--- src/rtl/seg_scan_driver.sv ---
// Time-multiplexed multi-digit 7-segment driver: shadows a packed nibble value on a load strobe,
// scans the digits with a fixed dwell, and applies leading-zero blanking, decimal points and blinking.
module seg_scan_driver #(
   parameter int DIGITS         = 4,
   parameter int SCAN_DIV       = 50000,
   parameter int BLINK_HALF     = 25000000,
   parameter int HEX_EN         = 0,
   parameter int SEG_ACTIVE_LOW = 0
) (
   input  logic                  clk,
   input  logic                  rst,
   input  logic [4*DIGITS-1:0]   num,
   input  logic [DIGITS-1:0]     dp_in,
   input  logic [DIGITS-1:0]     blink_in,
   input  logic                  load,
   input  logic                  lzb,
   output logic [6:0]            code,
   output logic                  dp,
   output logic [DIGITS-1:0]     dig_sel
);

   localparam int SCAN_W  = $clog2(SCAN_DIV);
   localparam int BLINK_W = $clog2(BLINK_HALF);
   localparam int IDX_W   = (DIGITS > 1) ? $clog2(DIGITS) : 1;

   // XOR masks that turn an active-high pattern into the pin polarity.
   localparam logic [6:0] SEG_POL = (SEG_ACTIVE_LOW != 0) ? 7'h7f : 7'h00;
   localparam logic       DP_POL  = (SEG_ACTIVE_LOW != 0);

   logic [4*DIGITS-1:0] shadow_num;
   logic [DIGITS-1:0]   shadow_dp;
   logic [DIGITS-1:0]   shadow_blink;
   logic [SCAN_W-1:0]   scan_cnt;
   logic [IDX_W-1:0]    idx;
   logic [BLINK_W-1:0]  blink_cnt;
   logic                phase;

   logic [DIGITS-1:0]   upper_zero;
   logic [3:0]          cur_nib;
   logic                cur_dp;
   logic                cur_blink;
   logic                cur_lz;
   logic [DIGITS-1:0]   sel_n;
   logic [6:0]          seg_raw;
   logic                blink_blank;
   logic [6:0]          seg_act;
   logic                dp_act;

   function automatic logic [6:0] decode(input logic [3:0] nib);
      logic [6:0] s;
      case (nib)
         4'h0: s = 7'b0111111;
         4'h1: s = 7'b0000110;
         4'h2: s = 7'b1011011;
         4'h3: s = 7'b1001111;
         4'h4: s = 7'b1100110;
         4'h5: s = 7'b1101101;
         4'h6: s = 7'b1111101;
         4'h7: s = 7'b0000111;
         4'h8: s = 7'b1111111;
         4'h9: s = 7'b1101111;
         4'hA: s = 7'b1110111;
         4'hB: s = 7'b1111100;
         4'hC: s = 7'b0111001;
         4'hD: s = 7'b1011110;
         4'hE: s = 7'b1111001;
         default: s = 7'b1110001;
      endcase
      if (HEX_EN == 0 && nib > 4'd9) s = 7'b0000000;
      return s;
   endfunction

   // upper_zero[i]: this digit and every more-significant digit hold zero.
   for (genvar g = 0; g < DIGITS; g++) begin : g_lz
      assign upper_zero[g] = (shadow_num[4*DIGITS-1:4*g] == '0);
   end

   always_comb begin
      cur_nib   = 4'd0;
      cur_dp    = 1'b0;
      cur_blink = 1'b0;
      cur_lz    = 1'b0;
      sel_n     = '1;
      for (int i = 0; i < DIGITS; i++) begin
         if (idx == IDX_W'(i)) begin
            cur_nib   = shadow_num[4*i +: 4];
            cur_dp    = shadow_dp[i];
            cur_blink = shadow_blink[i];
            cur_lz    = lzb && (i != 0) && upper_zero[i];
            sel_n[i]  = 1'b0;
         end
      end
   end

   assign seg_raw     = decode(cur_nib);
   assign blink_blank = cur_blink && phase;
   // Leading-zero blanking hides the segments only; the decimal point survives it.
   assign seg_act     = (cur_lz || blink_blank) ? 7'b0000000 : seg_raw;
   assign dp_act      = cur_dp && !blink_blank;

   always_ff @(posedge clk) begin
      if (rst) begin
         shadow_num   <= '0;
         shadow_dp    <= '0;
         shadow_blink <= '0;
         scan_cnt     <= '0;
         idx          <= '0;
         blink_cnt    <= '0;
         phase        <= 1'b0;
         code         <= SEG_POL;
         dp           <= DP_POL;
         dig_sel      <= '1;
      end else begin
         if (load) begin
            shadow_num   <= num;
            shadow_dp    <= dp_in;
            shadow_blink <= blink_in;
         end

         if (scan_cnt == SCAN_W'(SCAN_DIV - 1)) begin
            scan_cnt <= '0;
            if (idx == IDX_W'(DIGITS - 1)) idx <= '0;
            else                           idx <= idx + 1'b1;
         end else begin
            scan_cnt <= scan_cnt + 1'b1;
         end

         if (blink_cnt == BLINK_W'(BLINK_HALF - 1)) begin
            blink_cnt <= '0;
            phase     <= ~phase;
         end else begin
            blink_cnt <= blink_cnt + 1'b1;
         end

         code    <= seg_act ^ SEG_POL;
         dp      <= dp_act ^ DP_POL;
         dig_sel <= sel_n;
      end
   end

endmodule

--- config.mk ---
export PLATFORM = sky130hd
export DESIGN_NAME = seg_scan_driver
export DESIGN_NICKNAME = d
export VERILOG_FILES = /design/src/rtl/seg_scan_driver.sv
export SDC_FILE = /design/constraint.sdc
export NUM_CORES = 1
export LEC_CHECK = 0
export CORE_UTILIZATION = 40
export CTS_CLUSTER_SIZE = 30
export DETAILED_ROUTE_END_ITERATION = 10
export PLACE_DENSITY_LB_ADDON = 0.08
export SYNTH_ARGS = -nofsm -noshare
export SYNTH_HDL_FRONTEND = slang
export SYNTH_SLANG_ARGS = --single-unit
--- constraint.sdc ---
create_clock -name clk -period 3.6 [get_ports clk]
set_input_delay 0.72 -clock clk [delete_from_list [all_inputs] [get_ports clk]]
set_output_delay 0.72 -clock clk [all_outputs]
set_load 0.01 [all_outputs]
==> flow_summary.ini <==
[final_layout]
drive_above_1_share = 0.0656
antenna_cells = 0
nFillCells = 868
multi_input_area_um2 = 1920
area_growth_pct = 18.9
seqCellArea_um2 = 1600
design_area_um2 = 4340
final_nets = 478

[setup_path]
cp-startpoint = idx[0]$_SDFFE_PP0P_
crit_fanout = 18
worstSetupEndpointType = flop
required_ns = 3.80
cp-start-kind = flop
crit-reg2reg-launch = idx[0]$_SDFFE_PP0P_
path_class = reg2reg
arrival_ns = 3.20

[logic_synthesis]
synthTopCellsByArea = dfxtp_1, nor2_1, mux2i_1
synth_nets = 442
ys_types = 47
synth-edff-count = 0
ys_async_sr_fraction = 0
synth_top_cells_by_count = nor2_1, dfxtp_1, mux2i_1, nand2_1, xnor2_1
yosys_warnings = 0
synth.top_cell.area_share = 0.438
synth-seq-area-share = 0.438
ys_seq_elements = 80
syn_inst = 401
synth_most_common_cell = nor2_1
netlist_area_um2 = 3650
yosys.area.top_type = dfxtp_1
synthFlopType = dfxtp_1
syn_area_per_cell_um2 = 9.11

[grt]
grt_overflow = 0
grt_use_total = 0.158
grt_max_degree = 35
grt_antenna_before_repair = 0
grt_pass1_wl_mm = 12.1
grt_pass1_vias = 2641

[sta]
clock_skew_ns = 0.00721
timing.final.hold_violations = 0
setup_tns_ns = 0
worstMarginPinSlew_ns = 0.855
finalCriticalPeriod_ns = 2.99
setup_violations = 0
clock.fmax_mhz = 334
maxSlewHeadroom = 0.425
fin_crit_sh = 0.832
rsz0062_at_grt = no
slew_viol_final = 0

[die]
chipWidth_um = 97.6
die_area_um2 = 9520
initial_utilization = 0.417
dieHeight_um = 97.6
coreArea_um2 = 8760
rows = 34
num_io_pins = 40

[cts]
cts_buffers = 9
cts-root-buf = clkbuf_8
clk_latency_ns = 0.35
cts.sinks = 80
cts_tree = built
cts.path.max_buffers = 2
cts_resized = 0
htreeDepth = 3
clk_pin_slew_ns = 0.08
post_cts_buffers = 0
cts_hold_buf = 0

[drt]
finalWirelength_mm = 7.03
antenna_left = 0
via_count = 2788
wire_per_inst_um = 12.8
via_per_inst = 5.07
firstDrtPassIters = 4
drt_iter0_markers = 100
drc = 0

[place]
postPlaceCellArea_um2 = 4110
hpwl_mm = 5.00
gp_congestion = 0.816
io_buffer_count = 39

[run_status]
outcome = finished, final reports clean

[pwr]
ir_drop_mv = 0.212
p_leak_nw = 1.64
power.density_nw_per_um2 = 426

[min_path]
holdCritPathClass = reg2reg
hold_start = blink_cnt[0]$_SDFF_PP0_

[flow_run]
drv_cap = 0
-- where the power goes --
| part | switching [mW] | internal (mW) | leakage, nW | total, mW |
|---|---|---|---|---|
| combinational | 0.0718 | 0.0862 | 0.866 | 0.158 |
| sequential | 0.0195 | 0.915 | 0.653 | 0.935 |
| clock | 0.308 | 0.449 | 0.117 | 0.756 |
| total | 0.399 | 1.45 | 1.64 | 1.85 |
-- flip-flops by register name, indices dropped and copies added, names as in the netlist --
signal	count
blink_cnt	25
scan_cnt	16
shadow_num	16
code	7
dig_sel	4
shadow_blink	4
shadow_dp	4
idx	2
dp	1
phase	1
-- metal layers --
metal  up-vias  track usage  wire length (um)
met4         0       0.0509                93
met2        69        0.258              3250
met3         8       0.0504               340
met1      1279        0.196              3350
li1       1432            -                 -
met5         -            0                 0
-- critical path: stages (launching register included) --
cell	delay [ns]
dfxtp_1	0.40
ha_1	0.56
a211oi_1	0.10
a211oi_1	0.66
inv_1	0.22
ha_1	0.25
nor2_1	0.18
nor2_1	0.07
nor2_1	0.29
nor3_1	0.11
-- through the flow --
step | utilization | instances | power (mW) | worst slack [ns] | hold slack (ns)
3_3_place_gp | 0.469 | 534 | 1.11 | 0.832 | 0.434
4_1_cts | 0.496 | 550 | 1.88 | 0.640 | 0.454
6_report | 0.496 | 550 | 1.85 | 0.605 | 0.445
2_1_floorplan | - | 401 | 1.05 | 1.12 | 0.417
5_1_grt | 0.496 | 550 | 1.94 | 0.306 | 0.488
3_5_place_dp | 0.469 | 534 | 1.11 | 0.673 | 0.439
-- layout by cell type (no fill, tap or decap), types with 4 or more instances in the layout --
cell type,instances
a21oi_1,11
and3_1,7
clkbuf_8,12
clkdlybuf4s50_1,39
dfxtp_1,80
ha_1,13
inv_1,10
mux2i_1,25
nand2_1,25
nand2b_1,6
nand3_1,17
nand3b_1,6
nand4_1,6
nor2_1,81
nor2b_1,4
nor3_1,4
nor3b_1,6
nor4_1,8
o21ai_0,5
or3_1,4
xnor2_1,21
xor2_1,16
-- logic make-up (layout without fill, tap and decap cells) --
family / after synthesis / in the layout / synth area share
simple gates: 188 / 188 / 0.260
compound gates: 30 / 30 / 0.0616
buf+inv: 27 / 68 / 0.0353
xor+xnor: 37 / 37 / 0.0887
fa+ha+maj: 13 / 13 / 0.0445
flops: 80 / 80 / 0.438
mux: 26 / 26 / 0.0716
-- cell type report --
cell class	instances	area share
well taps	108	0.0311
flip-flops and latches	80	0.369
repair buffers	42	0.0951
clock inverters	2	0.0138
clock buffers	14	0.0398
multi-input cells	294	0.443
inverters	10	0.00864
-- final timing paths --
check	endpoint	slack (ns)	cells past startpoint
hold reg to reg	blink_cnt[0]$_SDFF_PP0_	0.45	1
hold / removal	blink_cnt[0]$_SDFF_PP0_	0.45	1
setup / recovery	code[3]$_SDFF_PP0_	0.61	9
setup reg to reg	code[3]$_SDFF_PP0_	0.61	9
(Power assumes the default switching activity.)
